**src/rtl/thor2024_rt_decode_stage.sv**
```systemverilog
// Thor2024 target-register (Rt) decode stage: N-lane decode, output register
// plus one skid entry, and a busy scoreboard of pending destinations.
package thor2024_rt_pkg;
  typedef logic [39:0] instruction_t;
endpackage

module thor2024_rt_decode_stage
  import thor2024_rt_pkg::*;
#(
  parameter int unsigned LANES     = 2,
  parameter int unsigned NREGS     = 64,
  parameter int unsigned WB_PORTS  = 2,
  parameter int unsigned STALL_WAW = 1,
  localparam int unsigned REGW     = $clog2(NREGS)
) (
  input  logic                               clk,
  input  logic                               rst_n,
  input  logic                               flush,
  input  logic                               in_valid,
  output logic                               in_ready,
  input  instruction_t [LANES-1:0]           in_instr,
  input  logic [LANES-1:0]                   in_lane_valid,
  output logic                               out_valid,
  input  logic                               out_ready,
  output instruction_t [LANES-1:0]           out_instr,
  output logic [LANES-1:0]                   out_lane_valid,
  output logic [LANES-1:0][REGW-1:0]         out_rt,
  output logic [LANES-1:0]                   out_rt_we,
  output logic [LANES-1:0]                   out_waw_intra,
  input  logic [WB_PORTS-1:0]                wb_valid,
  input  logic [WB_PORTS-1:0][REGW-1:0]      wb_rt,
  output logic [NREGS-1:0]                   busy
);

  // Major opcodes (ir[6:0]); Rt field is ir[12:7], R2 function is ir[39:33].
  localparam logic [6:0] OP_R2    = 7'd2;
  localparam logic [6:0] OP_ADDI  = 7'd4;
  localparam logic [6:0] OP_SLTI  = 7'd11;
  localparam logic [6:0] OP_SHIFT = 7'd12;
  localparam logic [6:0] OP_CSR   = 7'd13;
  localparam logic [6:0] OP_MOV   = 7'd14;
  localparam logic [6:0] OP_FLT2  = 7'd16;
  localparam logic [6:0] OP_FLT3  = 7'd17;
  localparam logic [6:0] OP_BSR   = 7'd32;
  localparam logic [6:0] OP_JSR   = 7'd33;
  localparam logic [6:0] OP_RTD   = 7'd34;
  localparam logic [6:0] OP_DBRA  = 7'd35;
  localparam logic [6:0] OP_BCC0  = 7'd40;
  localparam logic [6:0] OP_BCC7  = 7'd47;
  localparam logic [6:0] OP_LDB   = 7'd64;
  localparam logic [6:0] OP_LDO   = 7'd70;

  function automatic logic [REGW-1:0] decode_rt(input instruction_t ir);
    logic [6:0] op;
    logic [6:0] func;
    logic [5:0] rt6;
    logic [5:0] r;
    op   = ir[6:0];
    func = ir[39:33];
    rt6  = ir[12:7];
    r    = '0;
    if (op == OP_R2) begin
      // arithmetic 4..8, logic 9..14, set 16..23
      if (func inside {[7'd4:7'd14], [7'd16:7'd23]}) r = rt6;
    end else if (op inside {[OP_ADDI:OP_SLTI], OP_SHIFT, OP_CSR, OP_MOV,
                            OP_FLT2, OP_FLT3, [OP_LDB:OP_LDO]}) begin
      r = rt6;
    end else if (op == OP_BSR || op == OP_JSR) begin
      r = 6'd56 + {4'd0, ir[8:7]};
    end else if (op == OP_RTD) begin
      r = 6'd62;
    end else if (op inside {[OP_BCC0:OP_BCC7]}) begin
      r = 6'd56 + {5'd0, ir[7]};
    end else if (op == OP_DBRA) begin
      r = 6'd55;
    end
    return REGW'(r);
  endfunction

  logic                         out_full_q, out_full_d;
  instruction_t [LANES-1:0]     out_instr_q, out_instr_d;
  logic [LANES-1:0]             out_lane_valid_q, out_lane_valid_d;
  logic [LANES-1:0][REGW-1:0]   out_rt_q, out_rt_d;
  logic                         skid_full_q, skid_full_d;
  instruction_t [LANES-1:0]     skid_instr_q, skid_instr_d;
  logic [LANES-1:0]             skid_lane_valid_q, skid_lane_valid_d;
  logic [NREGS-1:0]             busy_q, busy_d;
  logic                         in_ready_q, in_ready_d;

  logic [LANES-1:0]             rt_busy_lane;
  logic                         stall, fire, accept;

  // Lane-level status derived from the registered output group and scoreboard
  always_comb begin
    out_rt_we     = '0;
    out_waw_intra = '0;
    rt_busy_lane  = '0;
    for (int unsigned i = 0; i < LANES; i++) begin
      out_rt_we[i]    = out_lane_valid_q[i] && (out_rt_q[i] != '0);
      rt_busy_lane[i] = busy_q[out_rt_q[i]];
    end
    for (int unsigned i = 0; i < LANES; i++)
      for (int unsigned j = i + 1; j < LANES; j++)
        if (out_rt_we[i] && out_rt_we[j] && out_rt_q[j] == out_rt_q[i])
          out_waw_intra[i] = 1'b1;
    stall     = (STALL_WAW != 0) && |(out_rt_we & rt_busy_lane);
    out_valid = out_full_q && !stall;
    fire      = out_valid && out_ready;
    accept    = in_valid && in_ready_q;
  end

  // Buffer movement and scoreboard update
  always_comb begin
    out_full_d        = out_full_q;
    out_instr_d       = out_instr_q;
    out_lane_valid_d  = out_lane_valid_q;
    out_rt_d          = out_rt_q;
    skid_full_d       = skid_full_q;
    skid_instr_d      = skid_instr_q;
    skid_lane_valid_d = skid_lane_valid_q;
    busy_d            = busy_q;
    if (flush) begin
      out_full_d       = 1'b0;
      out_lane_valid_d = '0;
      skid_full_d      = 1'b0;
      busy_d           = '0;
    end else begin
      // in_ready is !skid_full, so an accept never coincides with a full skid
      if (!out_full_q || fire) begin
        if (skid_full_q) begin
          out_full_d       = 1'b1;
          out_instr_d      = skid_instr_q;
          out_lane_valid_d = skid_lane_valid_q;
          for (int unsigned i = 0; i < LANES; i++) out_rt_d[i] = decode_rt(skid_instr_q[i]);
          skid_full_d      = 1'b0;
        end else if (accept) begin
          out_full_d       = 1'b1;
          out_instr_d      = in_instr;
          out_lane_valid_d = in_lane_valid;
          for (int unsigned i = 0; i < LANES; i++) out_rt_d[i] = decode_rt(in_instr[i]);
        end else begin
          out_full_d = 1'b0;
        end
      end else if (accept) begin
        skid_full_d       = 1'b1;
        skid_instr_d      = in_instr;
        skid_lane_valid_d = in_lane_valid;
      end
      // clears first so a same-cycle set wins
      for (int unsigned p = 0; p < WB_PORTS; p++)
        if (wb_valid[p]) busy_d[wb_rt[p]] = 1'b0;
      if (fire)
        for (int unsigned i = 0; i < LANES; i++)
          if (out_rt_we[i]) busy_d[out_rt_q[i]] = 1'b1;
      busy_d[0] = 1'b0;
    end
    in_ready_d = !skid_full_d;
  end

  // State registers
  always_ff @(posedge clk or negedge rst_n) begin
    if (!rst_n) begin
      out_full_q        <= 1'b0;
      out_instr_q       <= '0;
      out_lane_valid_q  <= '0;
      out_rt_q          <= '0;
      skid_full_q       <= 1'b0;
      skid_instr_q      <= '0;
      skid_lane_valid_q <= '0;
      busy_q            <= '0;
      in_ready_q        <= 1'b1;
    end else begin
      out_full_q        <= out_full_d;
      out_instr_q       <= out_instr_d;
      out_lane_valid_q  <= out_lane_valid_d;
      out_rt_q          <= out_rt_d;
      skid_full_q       <= skid_full_d;
      skid_instr_q      <= skid_instr_d;
      skid_lane_valid_q <= skid_lane_valid_d;
      busy_q            <= busy_d;
      in_ready_q        <= in_ready_d;
    end
  end

  assign in_ready       = in_ready_q;
  assign out_instr      = out_instr_q;
  assign out_lane_valid = out_lane_valid_q;
  assign out_rt         = out_rt_q;
  assign busy           = busy_q;

endmodule

```
**config.mk**
```make
export PLATFORM = sky130hd
export DESIGN_NAME = thor2024_rt_decode_stage
export DESIGN_NICKNAME = d
export VERILOG_FILES = /design/src/rtl/thor2024_rt_decode_stage.sv
export SDC_FILE = /design/constraint.sdc
export NUM_CORES = 1
export LEC_CHECK = 0
export CAP_MARGIN = 20
export CORE_MARGIN = 2
export CORE_UTILIZATION = 48
export DETAILED_ROUTE_END_ITERATION = 10
export PLACE_DENSITY_LB_ADDON = 0.15
export SYNTH_ARGS = -nofsm -noshare
export SYNTH_HDL_FRONTEND = slang
export SYNTH_SLANG_ARGS = --single-unit
```
**constraint.sdc**
```tcl
create_clock -name clk -period 2.65 [get_ports clk]
set_input_delay 0.53 -clock clk [delete_from_list [all_inputs] [get_ports clk]]
set_output_delay 0.53 -clock clk [all_outputs]
set_load 0.01 [all_outputs]
```
==> reports/summary.md, run 1 <==
Yosys mapped a number of flops with a built-in enable equal to 0. Async set-or-reset flop fraction in the synthesized netlist: 1.00. The tools report the detailed-routing iteration count for the pre-antenna-repair pass as 9. The sequential cell area in the final layout is 0.00607 mm2. TritonCTS built the clock tree. Including well taps, the total number of placed cells is 2078. The clock period minus worst slack was 3.33 ns. The peak fanout along the critical path is 9. For the least setup slack across all paths after layout, the log shows -0.676 ns. The highest ir drop seen on vdd came out at 0.000504 V. The largest net degree at the start of global routing is 69. Fill cells in the final layout number 1969.

The synthesized area came out at 0.0141 mm2. The total power density per cell area is 626 mW/mm2. The number of vias per cell is 6.28, and the post-layout net count is 1889. Count of unique library cells instantiated by Yosys: 70.

Count of maximum capacitance violations: 0. Type of the most critical hold path: in2async. The area share of xor/xnor cells in the synthesized design is 0.00435, and the cell row count is 62.

0 antenna diodes ended up in the layout. For the worst setup path, the data arrival time is 3.76 ns. The via count of the first global-routing pass was 13800; the post-layout instance area was 0.0216 mm2. The multiplexer area fraction after synthesis was 0.230.

Most used flip-flop cell after synthesis: dfrtp_1. After technology mapping, the gate count stands at 1322. Setup violations remaining at the end of the flow were counted as 244.

For the overall fraction of global-route tracks in use, the log shows 0.337. Setup repair after global routing could not meet its margin everywhere. The tools report the number of antenna violations at the first check in global routing as 0. In this run, the number of DRC markers left after iteration 0 of detailed routing was 1676.

The congestion estimate from routability-driven global placement came to 1.01. Based on the critical path, the design can be clocked at up to 301 MHz. Combinational family with the most area after synthesis: multiplexers. The fraction of layout instances using a drive strength above 1 works out to 0.358. The compound-cell area share of the yosys netlist was 0.179; the required time at the worst-slack endpoint was 3.08 ns.

For the total clock sinks, the log shows 242. Startpoint class of the critical path: a flop. Once placement finished, the instance area stood at 0.0188 mm2.

For the sequential-to-total area share from yosys stat, the log shows 0.429. From synthesis to final layout, the design area changed by 52.7%. At the pin with the least slew margin, the transition time is 1.15 ns. The tools report the final standard cell utilization of the core as 0.747. After detailed routing, the average wire length per cell comes to 24.7 um. The headroom to the max-slew limit was 0.232; the global-route wire length before repair was 80900 um. The run gives 28 as the clock buffer count from CTS.

The final count of pins violating max slew was 0; the width of the die was 175 um. In this run the count of I/O pins placed on the die edge is 265. From bottom edge to top edge, the die measures 175 um. The adder and majority cell fraction of the synthesized area was 0.

The longest clock path from root to sink contains 3 buffers. The synthesized area per cell was 10.7 um2. The total of buffers placed on input and output ports came out at 262.

After clock tree synthesis, the clock-pin slew on the worst setup and hold paths is 0.06 ns. For the worst setup slack after placement, the log shows -0.646 ns. The simple logic cell fraction of the synthesized area was 0.104. The H-tree depth is 1. The checks that failed: negative setup slack. The antenna violation net count after detailed routing came out at 0.

The startpoint-to-endpoint class of the critical path is reg2reg. The run finished, with violations left. In the final layout, the multi-input gates occupy 0.00819 mm2. The worst-case clock skew is 0.0165 ns.

The via count is 13800, and the warning count from the yosys run is 0. The synthesis-stage register bit count was 242. The initial standard-cell utilization of the core came out at 0.489. The part of the cycle the worst path needs was 1.26. For the non-filler instance count after layout, the log shows 2193. STA classifies the critical path endpoint as a flop.

Detailed placement finished with a half-perimeter wire length of 36900 um. The analysis attributes to cell leakage a power of 9.00 nW. The total grt overflow came out at 0. The total detailed-routing wirelength is 54200 um. For this run, design rule violations remaining after detail routing come to 0.

The number of failing hold endpoints at the final stage came out at 0. After floorplanning, the core was sized to cover 0.0289 mm2. CTS root buffer: clkbuf_16. The die covers 0.0308 mm2. The tools report the insertion delay to the later sink of the worst-skew pair as 0.56 ns.
[synthesized netlist by cell type, drive strengths merged (4+ instances only)]
cell type    n  area share
and3        11      0.0049
a21oi       45       0.016
o221ai       5      0.0031
and2         5      0.0022
and3b        8      0.0050
o32a         4      0.0028
nand4        6      0.0027
o31ai        6      0.0039
nand3b       5      0.0027
a221oi       9      0.0056
o21ai       32       0.011
a32oi        6      0.0037
nand2       70       0.019
a2111oi      5      0.0031
a31o         4      0.0031
nor2b       24       0.011
a22oi       65       0.035
clkbuf      56       0.015
nand3       34       0.012
nor4         7      0.0031
nor2        67       0.018
a32o        35       0.025
buf         49       0.025
o22ai       67       0.030
nor3b        6      0.0039
or3b         5      0.0031
nand2b       9      0.0040
mux2i       18       0.013
xor2         4      0.0025
o32ai       29       0.018
dfrtp      241        0.43
mux4         7       0.011
o211ai       4      0.0021
mux2       258        0.21
or3          5      0.0022
nor3        24      0.0085
a31oi        8      0.0035
inv         45       0.012
[through the flow]
| step | power [W] | TNS (ns) | hold slack (ns) |
|---|---|---|---|
| floorplan | 0.00658 | -18.23 | 0.234 |
| global placement | 0.00816 | -98.78 | 0.408 |
| detailed placement | 0.00825 | -96.38 | 0.412 |
| CTS | 0.0132 | -123.12 | 0.444 |
| global route | 0.0140 | -153.47 | 0.471 |
| finish | 0.0135 | -136.74 | 0.445 |
[final cells by class]
cell class                      count  area share
Inverter                           45     0.00801
Tap cell                          384      0.0223
Multi-Input combinational cell    931       0.380
Sequential cell                   242       0.282
Timing Repair Buffer              540       0.259
Clock buffer                       40      0.0379
Clock inverter                     11      0.0108
[per-layer routing]
layer	global-route usage	wire, um	vias up
met5	0	0	-
met4	0.131	2420	0
met3	0.0909	5410	172
met2	0.525	24400	837
met1	0.451	22000	6771
li1	-	-	5988
[where the power goes]
group	switching [W]	total, W	internal [W]
clock	0.00162	0.00443	0.00281
combinational	0.00167	0.00406	0.00239
sequential	0.000613	0.00500	0.00439
total	0.00390	0.0135	0.00959
[logic make-up after synthesis]
kind of cell,count (synthesis)
other,1
AND/OR/NAND/NOR,292
AO/OA/AOI/OAI,347
XOR/XNOR,7
buffers and inverters,150
multiplexers,283
flip-flops,242
[what timing repair did]
action	in CTS	in global routing
setup buffers	29	21
hold buffers	1	0
pin swaps	15	11
setup endpoints to repair	237	246
gates cloned	16	6
gates resized for setup	162	83
hold endpoints to repair	26	0
[state kept, by name, indices dropped and copies added (netlist names)]
register / flops
skid_instr_q: 80
in_ready: 1
out_rt: 12
out_full_q: 1
skid_lane_valid_q: 2
skid_full_q: 1
out_lane_valid: 2
out_instr: 80
busy: 63
[critical path: stages (launching register included)]
cell and delay [ns]:
dfrtp_2 0.46, buf_12 0.16, buf_12 0.14, buf_8 0.12
mux2i_1 0.11, or3_1 0.33, a41o_1 0.22, o21ai_2 0.11
o31ai_4 0.11, buf_6 0.13, a31o_4 0.22, buf_6 0.12
nor3_4 0.25, buf_6 0.22, clkbuf_16 0.20, mux2_4 0.30
[cells in the final DEF, fill, tap and decap left out, types with 29 or more instances in the layout]
| master | count |
|---|---|
| mux2_4 | 172 |
| clkdlybuf4s50_1 | 257 |
| mux2_2 | 81 |
| clkbuf_16 | 35 |
| buf_12 | 31 |
| nand2_1 | 69 |
| a32o_1 | 30 |
| buf_4 | 197 |
| a21oi_1 | 43 |
| inv_1 | 41 |
| nand3_1 | 32 |
| o21ai_0 | 29 |
| a22oi_1 | 65 |
| dfrtp_1 | 235 |
| o22ai_1 | 67 |
| nor2_1 | 64 |
[path summary, 6_finish.rpt]
| check | slack (ns) | depth (start not counted) | endpoint | start |
|---|---|---|---|---|
| worst max-delay path | -0.68 | 15 | skid_instr_q[58] | out_rt[7] |
| worst min-delay path | 0.45 | 2 | skid_instr_q[47] | rst_n |
| worst max register to register | -0.68 | 15 | skid_instr_q[58] | out_rt[7] |
| worst min register to register | 0.51 | 1 | out_instr[21] | out_instr[21] |
| max in group asynchronous | 1.40 | 3 | out_instr[24] | rst_n |
| min in group clk | 0.51 | 1 | out_instr[21] | out_instr[21] |
(Power assumes the default switching activity.)
==> run 2: changes to the inputs <==
--- a/config.mk
+++ b/config.mk
@@ -8,6 +8,7 @@
 export CAP_MARGIN = 20
 export CORE_MARGIN = 2
 export CORE_UTILIZATION = 48
+export CTS_CLUSTER_SIZE = 12
 export DETAILED_ROUTE_END_ITERATION = 10
 export PLACE_DENSITY_LB_ADDON = 0.15
 export SYNTH_ARGS = -nofsm -noshare
==> run 2 against run 1 <==
  * The flow still finishes with violations (negative setup slack)
  * Combinational power shrank 11%
  * Register-to-register slack gained 0.15 ns
  * Cell area shrank 5.3%
==> reports/summary.md, run 2 (synthesis gave the netlist of run 1 again) <==
The flow ran to the end, but the final reports show violations. The checks that failed: negative setup slack. The sum of buffers and inverters on the critical path came out at 4.

The startpoint-to-endpoint class of the critical path was reg2out. The total power density per cell area came out at 632 mW/mm2. STA puts the critical path data required time at 2.12 ns. The non-filler instance count after layout was 2146; the largest stage delay on the critical path was 0.46 ns. Clock skew on the completed layout was measured at 0.0165 ns.

The number of antenna violations at the first check in global routing came out at 0. Setup repair after global routing could not meet its margin everywhere. The initialized floorplan defines 62 standard-cell rows. The clock group share of total power is 0.334. TritonCTS created 28 clock buffers. For this run the aggregate overflow at the end of global routing stands at 0.

The total detailed-routing wirelength is 50100 um. Detailed placement finished with a half-perimeter wire length of 36900 um. The instance count on the critical path works out to 9. Leaving out fill and tap cells, the most frequent cells in the layout are clkdlybuf4s50_1, dfrtp_1, buf_4, mux2_4, mux2_2. In the final design database the tool counted 1842 nets. The via count of the first global-routing pass is 13300.

The element type at the critical path end was an output pin. The largest individual stage delay along the critical path comes from the cell dfrtp_2. In the final routed layout, each cell accounts on average for 23.4 um.

The fraction of layout instances using a drive strength above 1 was 0.309; the remaining design rule violation count was 0. The number of vias per cell is 6.19. The tools report the final count of pins violating max slew as 0. Counting I/O delays and the setup requirement, the final critical path takes 3.29 ns. The run gives 0.282 as the combinational group share of total power. The worst setup path is launched from a flop. The clock-pin slew on the worst setup and hold paths is 0.06 ns, and the height of the chip is 175 um. The least setup slack across all paths after layout is -0.636 ns, and the largest net degree at the start of global routing is 69. The area growth from synthesis to final layout is 44.7%. Summing over every cut layer, the via total after detailed routing is 13300.

The tree is rooted in a clkbuf_16. Clock latency on the worst-skew pair, taken at its later pin, is 0.55 ns. In this run the deepest clock path goes through 3 buffers. Initial standard-cell utilization of the core: 0.489. The part of the cycle the worst path needs is 1.24.

The total of buffers placed on input and output ports was 262; the share of total power consumed by net switching was 0.287. Measured along the x axis, the die boundary spans 175 um. Depth of the worst register-to-register path: 14.

Grouping stages by cell kind, the critical path spends the most delay in buffers and inverters. The overall power of the completed layout came out at 0.0129 W. The area of the die came out at 0.0308 mm2.

The cell total after placement is 2078, and the post-layout instance area is 0.0204 mm2. The min-delay analysis places its worst path in the category in2async. For the H-tree depth, the log shows 1. The detailed router finished its first iteration with 1536 violations.

The analysis attributes to cell leakage a power of 8.40 nW. The core region is 0.0289 mm2. The routability-driven placement congestion ratio was 1.01; the antenna violation net count after detailed routing was 0. The first global-routing pass estimated 76600 um of wire. The overall fraction of global-route tracks in use is 0.317. The tools report the number of failing hold endpoints at the final stage as 0. TritonCTS built the clock tree. Cell-internal power: 0.00920 W. The count of maximum capacitance violations is 0, and the peak clock frequency supported by timing is 304 MHz. The tools report the detailed-routing iteration count for the pre-antenna-repair pass as 6.

Leaving out fill and tap cells, the most frequent cell in the layout is clkdlybuf4s50_1. The tools report the count of final setup violators as 241. The signal on the critical path passes through buf_4, buf_6, mux4_2, mux2i_1, buf_4, o32ai_2, o31ai_4, and3_4, buf_6. Summing all placed instances gives a cell area of 0.0188 mm2.

Across the VDD grid, the largest voltage drop is 0.000537 V. 265 I/O pins were placed. CTS saw 242 sinks. At the pin with the least slew margin, the transition time is 1.09 ns.

STA puts the critical path data arrival time at 2.76 ns. For the headroom to the max-slew limit, the log shows 0.266. For the part of the total power dissipated in sequential elements, the log shows 0.385. Summed over all nets, the switching power comes to 0.00370 W. The peak fanout along the critical path was 8.
==> run 2: per-stage QoR <==
step           setup WS, ns  hold WS [ns]  TNS (ns)   util
6_report             -0.636         0.441    -92.10  0.707
5_1_grt              -0.693         0.462   -120.98  0.707
4_1_cts              -0.601         0.438    -97.88  0.699
3_5_place_dp         -0.646         0.412    -96.38  0.652
2_1_floorplan        -0.198         0.234    -18.23      -
3_3_place_gp         -0.660         0.408    -98.78  0.652
==> run 2: path summary, 6_finish.rpt <==
path	startpoint	slack (ns)	end
setup / recovery	out_rt[2]	-0.64	out_valid
min in group clk	skid_instr_q[70]	0.48	skid_instr_q[70]
hold / removal	rst_n	0.44	skid_instr_q[47]
setup reg to reg	out_rt[7]	-0.53	skid_instr_q[30]
hold reg to reg	skid_instr_q[70]	0.48	skid_instr_q[70]
max in group asynchronous	rst_n	1.42	out_instr[23]
==> run 2: power by group through the flow <==
| stage | sequential, W | clock, W | combinational, W |
|---|---|---|---|
| final | 0.00496 | 0.00430 | 0.00363 |
| after CTS | 0.00494 | 0.00435 | 0.00347 |
| after detailed placement | 0.00497 | 0 | 0.00328 |
| after global routing | 0.00505 | 0.00451 | 0.00387 |
| after floorplan | 0.00493 | 0 | 0.00165 |
| after global placement | 0.00494 | 0 | 0.00322 |
==> run 2: metal layers <==
| metal | GRT usage | wire [um] |
|---|---|---|
| met5 | 0 | 0 |
| met4 | 0.128 | 2300 |
| met3 | 0.0868 | 4870 |
| met2 | 0.485 | 22000 |
| met1 | 0.428 | 21000 |
==> run 2: cell type report <==
type	count	area, um2
inverter	45	173
clock buffer	40	817
multi-input combinational	931	7980
timing repair buffer	493	4690
sequential	242	6070
antenna	1	2.50
tap	384	480
clock inverter	10	206
fill	2153	8440
==> run 2: repair_timing <==
action | 4_1_cts | 5_1_grt
gates resized for setup | 77 | 42
pin swaps | 10 | 6
hold buffers | 1 | 0
endpoints found under the setup margin | 237 | 245
gates cloned | 0 | 1
endpoints found under the hold margin | 26 | 0
setup buffers | 6 | 9
